[config.mk]
export PLATFORM = sky130hd
export DESIGN_NAME = sound_arbiter
export DESIGN_NICKNAME = d
export VERILOG_FILES = /design/src/rtl/sound_arbiter.sv
export SDC_FILE = /design/constraint.sdc
export NUM_CORES = 1
export LEC_CHECK = 0
export CORE_UTILIZATION = 55
export CTS_BUF_LIST = sky130_fd_sc_hd__clkbuf_4 sky130_fd_sc_hd__clkbuf_8
export DETAILED_ROUTE_END_ITERATION = 12
export PLACE_DENSITY_LB_ADDON = 0.2
export SLEW_MARGIN = 10
export SYNTH_ARGS = -nofsm -noshare
export SYNTH_HDL_FRONTEND = slang
export SYNTH_SLANG_ARGS = --single-unit
[constraint.sdc]
create_clock -name clk -period 5.7 [get_ports clk]
set_input_delay 0.855 -clock clk [delete_from_list [all_inputs] [get_ports clk]]
set_output_delay 0.855 -clock clk [all_outputs]
set_load 0.01 [all_outputs]
[src/rtl/sound_arbiter.sv]
// sound_arbiter: latches request edges and plays one fixed-priority sound at a time, each followed by a silence gap
module sound_arbiter #(
   parameter int NUM_REQ     = 6,
   parameter int PLAY_CYCLES = 25_000_000,
   parameter int GAP_CYCLES  = 2_500_000,
   parameter bit PREEMPT     = 1'b0,
   parameter int CNT_W       = 32,
   parameter int IDX_W       = $clog2(NUM_REQ)
) (
   input  logic               clk,
   input  logic               resetN,
   input  logic [NUM_REQ-1:0] reqIn,
   input  logic               mute,
   output logic               soundActive,
   output logic [IDX_W-1:0]   soundIdx,
   output logic [NUM_REQ-1:0] soundOneHot,
   output logic               startPulse,
   output logic [NUM_REQ-1:0] pendingOut
);
   typedef enum logic [1:0] {IDLE, PLAY, GAP} stateT;
   stateT state, stateNext;
   logic [CNT_W-1:0] cnt, cntNext;
   logic [NUM_REQ-1:0] reqPrev, pending, pendingNext, rise, clearMask;
   logic [IDX_W-1:0] winIdx, idxNext;
   logic hasPend, grant, preempt;
   assign rise = reqIn & ~reqPrev;
   assign hasPend = |pending;
   assign pendingOut = pending;
   assign preempt = PREEMPT && state == PLAY && hasPend && winIdx < soundIdx;
   // the lowest set pending index wins
   always_comb begin
      winIdx = '0;
      for (int i = NUM_REQ - 1; i >= 0; i--)
         if (pending[i]) winIdx = IDX_W'(i);
   end
   // next state, duration counter and grant decision; mute overrides everything
   always_comb begin
      stateNext = state;
      cntNext = cnt;
      grant = 1'b0;
      case (state)
         IDLE: begin
            stateNext = hasPend ? PLAY : IDLE;
            grant = hasPend;
         end
         PLAY: begin
            grant = preempt;
            stateNext = (!preempt && cnt == '0) ? GAP : PLAY;
            cntNext = preempt ? cnt : (cnt == '0) ? CNT_W'(GAP_CYCLES - 1) : cnt - CNT_W'(1);
         end
         default: begin
            stateNext = (cnt == '0) ? IDLE : GAP;
            cntNext = (cnt == '0) ? cnt : cnt - CNT_W'(1);
         end
      endcase
      if (grant) cntNext = CNT_W'(PLAY_CYCLES - 1);
      if (mute) begin
         stateNext = IDLE;
         cntNext = '0;
         grant = 1'b0;
      end
   end
   // a granted channel clears its pending bit, but a rise in the same cycle sets it again
   assign clearMask = grant ? NUM_REQ'(1) << winIdx : '0;
   assign pendingNext = mute ? '0 : (pending & ~clearMask) | rise;
   assign idxNext = (stateNext == PLAY) ? (grant ? winIdx : soundIdx) : '0;
   // state, counter, edge history, pending set and registered outputs
   always_ff @(posedge clk or negedge resetN) begin
      if (!resetN) begin
         state <= IDLE;
         cnt <= '0;
         reqPrev <= '0;
         pending <= '0;
         soundIdx <= '0;
         soundActive <= 1'b0;
         soundOneHot <= '0;
         startPulse <= 1'b0;
      end else begin
         state <= stateNext;
         cnt <= cntNext;
         reqPrev <= reqIn;
         pending <= pendingNext;
         soundIdx <= idxNext;
         soundActive <= stateNext == PLAY;
         soundOneHot <= (stateNext == PLAY) ? NUM_REQ'(1) << idxNext : '0;
         startPulse <= grant;
      end
   end
endmodule

### After elaboration in Yosys (flattened, before gate mapping)

Cells that the tools add are included.
Widths: inputs -> output; s select.

* word-level logic and storage cells: 47
* output and inout bits: 17
* bits in registers: 57

* reductions and logical operators: 4
* equal/unequal tests: 4
* bitwise gates (word level): 5
* shift-type cells: 2
* muxes and demuxes: 23
* add/sub/neg operators: 1

Operators with widths (count)
* $mux 32: 4
* $pmux 32 s2: 1
* $logic_not 32->1: 1
* $sub 32x1->32 const B: 1
* $mux 3: 8
* $mux 6: 3
* $and 6x6->6: 2
* $not 6->6: 2
* $shl 1x3->6 const A: 2
* $mux 2: 3
* $or 6x6->6: 1
* $reduce_or 6->1: 1
* $eq 2x1->1 const B: 2
* $ne 4x2->1 const B: 1
* $pmux 2 s2: 1
* $mux 1: 3
* $ne 3x3->1 const B: 1
* $logic_not 2->1: 1
* $reduce_and 2->1: 1

### Depth between registers and ports, before layout

* word-level depth: 12
* depth in mapped cells: 9
* depth with buffers taken out: 9

### Worst setup path after synthesis

OpenSTA, ideal clock, no wires.

* path type: input to register
* from: input mute
* to: register soundOneHot[2]
* cell stages on the path: 6
* path buffers: 1
* setup slack: 3.267 ns
* arrival time: 2.308 ns
* setup time: 0.125 ns
* required time: 5.575 ns
* cells stage by stage: bufbuf_16 or3_1 a21o_1 o41ai_2 nand2_1 a2111oi_0

* word-level cells in the longest chain between the ends: 5
* elaborated cells on any way between the ends: 7
* classes of those cells: 1 x eq/ne; 1 x shift; 5 x mux

Ends and longest elaborated chain
* start, declared: RTL line 13 `input logic mute,`
* $mux 2 / $mux 1 (equally long branches): RTL line 57 `if (mute) begin`
* $eq 2x1->1 / $mux 3 (equally long branches): RTL line 66, 85
* $mux 3: RTL line 66 `assign idxNext = (stateNext == PLAY) ? (grant ? winIdx : soundIdx) : '0;`
* $shl 1x3->6: RTL line 85 `soundOneHot <= (stateNext == PLAY) ? NUM_REQ'(1) << idxNext : '0;`
* $mux 6 *: RTL line 85
* end signal, assigned: RTL line 85
* end, declared: RTL line 16 `output logic [NUM_REQ-1:0] soundOneHot,`

Every way passes the cells marked *; elsewhere a longest branch is shown, timed or not.
A chain may end at the register's enable or synchronous reset.

### Worst setup path in the final report

* from: input mute
* to: register cnt[4]

* word-level cells in the longest chain between the ends: 2
* elaborated cells on any way between the ends: 4
* classes of those cells: 2 x eq/ne; 1 x mux; 1 x reduce/logical

Ends and longest elaborated chain
* $ne 4x2->1 (no line) / $ne 3x3->1 (equally long branches)
* $reduce_and 2->1 (no line)
* end signal, assigned: RTL line 80 `cnt <= cntNext;`
* end, declared: RTL line 22 `logic [CNT_W-1:0] cnt, cntNext;`

Several ways; a longest one is shown, not always the timed one.

==> impl_results.md <==
- RSZ-0062 raised after global routing: no
- Final ANT Viol Nets: 0
- Cell Area, Synth: 3207 um^2
- Die Area: 6140 um^2
- Post-Syn Nets: 341
- Total Wirelength: 8677 um
- Ranking of synthesized cells by area: dfrtp_1, nor2_1, o21ai_0, nor3_1, a21oi_1
- Buffer levels on the longest clock path: 2
- Top FF cell, synth: dfrtp_1
- Final Setup Violations: 0
- Setup Fix Bufs, Post-CTS: 0
- Worst EP required: 5930 ps
- Initial antenna violation count: 0
- Top cell type's share of synthesized area: 44.48%
- Leak: 1.500 nW
- DP Area: 3433 um^2
- Total negative slack: 0 ps
- Fin. max-slew vios: 0
- Root buffer cell: clkbuf_8
- NumNets Final: 364
- WHS: 518.1 ps
- Area of the core: 5574 um^2
- Clock transition at path regs: 70 ps
- GRT overflow: 0
- Fmax: 0.3054 GHz
- Htree depth: 3
- Critical path endpoint category: flip-flop
- FFs w/ async S/R, synth: 100.0%
- Vias/cell: 6.514
- Yosys top cell by area: dfrtp_1
- Vias in the first global route: 2,634
- Reg-to-reg slack, setup: 2610 ps
- Die H: 78.36 um
- First-pass GRT wire length: 14,130 um
- Gate Count Post-Synth: 330
- Ports: 26
- WL/cell: 20.18 um
- Count leader, synth: dfrtp_1
- # fillers: 493
- 1st-pass router iterations: 5
- Finished Cell Area: 3661 um^2
- Area of the multi-input gates: 1615 um^2
- Vias post-DR: 2,801
- Worst Path Max Fanout: 17
- Synthesis-to-layout area growth: 14.16%
- YS warnings: 0
- Post-synth cell types: 59
- DRC viols: 0
- Layout cell share with drive strength beyond 1: 12.85%
- FF+latch count, synth: 57
- Avg Synthesized Cell Area: 9.718 um^2
- Sequential cell area: 1426 um^2
- DRT iter0 DRCs: 270
- Max Cap Viol: 0
- Total CTS buffers: 9
- N_diodes: 0
- CTS tree: done
- Worst Setup Start Kind: input port
- Final hold vios: 0
- # resized after CTS: 0
- Num rows: 27
- Commonest cells in the synthesized netlist: dfrtp_1, nor2_1, nand2_1, o21ai_0, nor3_1
- VDD IR max: 0.0002477 V
- Initial Utilization: 57.53%
- Clk sinks: 57
- Detailed placement HPWL: 6196 um
- Global Route Usage Sum: 30.80%
- Seq/Total Area, Yosys: 44.48%
- Worst slew margin: 29.62%
- Setup Skew: 7.314 ps
- Die Wd: 78.36 um
- Routability cong.: 0.9768
- Cts hold-fix bufs: 0
- Worst slew pin tran: 1056 ps
- Status: finished, final reports clean
- Fin crit period: 3274 ps
- Number of synthesized flops with an enable pin: 0
- Crit path kind: in -> reg
- Port Buffers: 25
- Worst Hold Class: reg -> reg
- Pwr dens: 388.2 nW/um^2
- Final worst path period share: 57.45%
- Critical path arrival: 3510 ps
- Clock latency on the worst-skew pair: 340 ps
- Pin count of the biggest net entering global routing: 58
==> state kept, by name, summed over array words and instances (netlist names) <==
| signal | flops |
|---|---|
| soundOneHot | 6 |
| reqPrev | 6 |
| cnt | 32 |
| soundIdx | 3 |
| state | 2 |
| pendingOut | 6 |
| soundActive | 1 |
| startPulse | 1 |
==> where the power goes <==
group | leakage, nW | switching [mW] | internal [mW]
Clock | 0.113 | 0.174 | 0.259
Sequential | 0.748 | 0.0816 | 0.459
Combinational | 0.639 | 0.285 | 0.163
==> worst max-delay path, stage by stage <==
cell and delay, ps:
clkdlybuf4s50_1 870, inv_1 400, nand2_1 230, nor4_4 80, nor2_1 620, o21ai_0 220
a22o_1 220
==> cell usage in the layout (no fill, tap or decap), types with 3 or more instances in the layout <==
master / netlist / routed
a21oi_1: 17 / 17
a21o_1: 4 / 4
nand3_1: 7 / 7
o2bb2ai_1: 8 / 8
xnor2_1: 6 / 6
dfrtp_1: 57 / 57
o31ai_1: 5 / 5
nand4_1: 6 / 6
o22ai_1: 3 / 3
nand2b_1: 7 / 7
a31oi_1: 7 / 7
or4_1: 7 / 7
a32o_1: 3 / 3
nor2_1: 38 / 38
nor4_2: 4 / 4
inv_1: 11 / 11
or3_1: 4 / 4
or3_2: 3 / 3
o21ai_0: 19 / 19
a22o_1: 3 / 3
nor3_1: 18 / 18
nand2_1: 21 / 21
clkdlybuf4s50_1: 0 / 24
nor2b_1: 3 / 3
clkbuf_8: 0 / 10
or2_2: 3 / 3
nor4_1: 10 / 10
nor4b_1: 3 / 3
nor4_4: 4 / 4
==> cell families after synthesis <==
group                    Yosys count  share of synthesized area (%)
XOR/XNOR                           8                          2.185
AO/OA/AOI/OAI                     84                          18.07
AND/OR/NAND/NOR                  153                          29.34
buffers and inverters             26                          5.150
adder cells (fa/ha/maj)            2                         0.7802
flip-flops                        57                          44.48
==> cell type report <==
cell class                 instances  area share, %
multi-input combinational        247          44.12
sequential                        57          38.96
timing repair buffer              27          7.109
clock buffer                      10          3.759
clock inverter                     6          2.461
tap                               72          2.461
inverter                          11          1.128
==> metal layers <==
metal | global-route usage (%) | routed length, um | up-vias
li1 | - | - | 1289
met1 | 44.94 | 4069 | 1390
met2 | 46.93 | 3994 | 111
met3 | 3.953 | 497 | 11
met4 | 11.11 | 116 | 0
met5 | 0 | 0 | -
==> final timing paths <==
check / start / to / cells after the start
setup reg to reg: cnt[12] / cnt[16] / 6
setup / recovery: mute / cnt[4] / 7
hold reg to reg: reqPrev[2] / pendingOut[2] / 2
hold / removal: reqPrev[2] / pendingOut[2] / 2
min in group asynchronous: resetN / pendingOut[1] / 2
max in group asynchronous: resetN / cnt[9] / 2
==> through the flow <==
step / instances / setup slack, ps / total power [mW] / util, %
after global placement: 414 / 2196 / 0.9742 / 61.59
after floorplan: 330 / 3267 / 0.8507 / -
final: 430 / 2426 / 1.421 / 65.68
after global routing: 430 / 2223 / 1.486 / 65.68
after detailed placement: 414 / 2133 / 0.9821 / 61.59
after CTS: 430 / 2477 / 1.417 / 65.68
(Power assumes the default switching activity.)
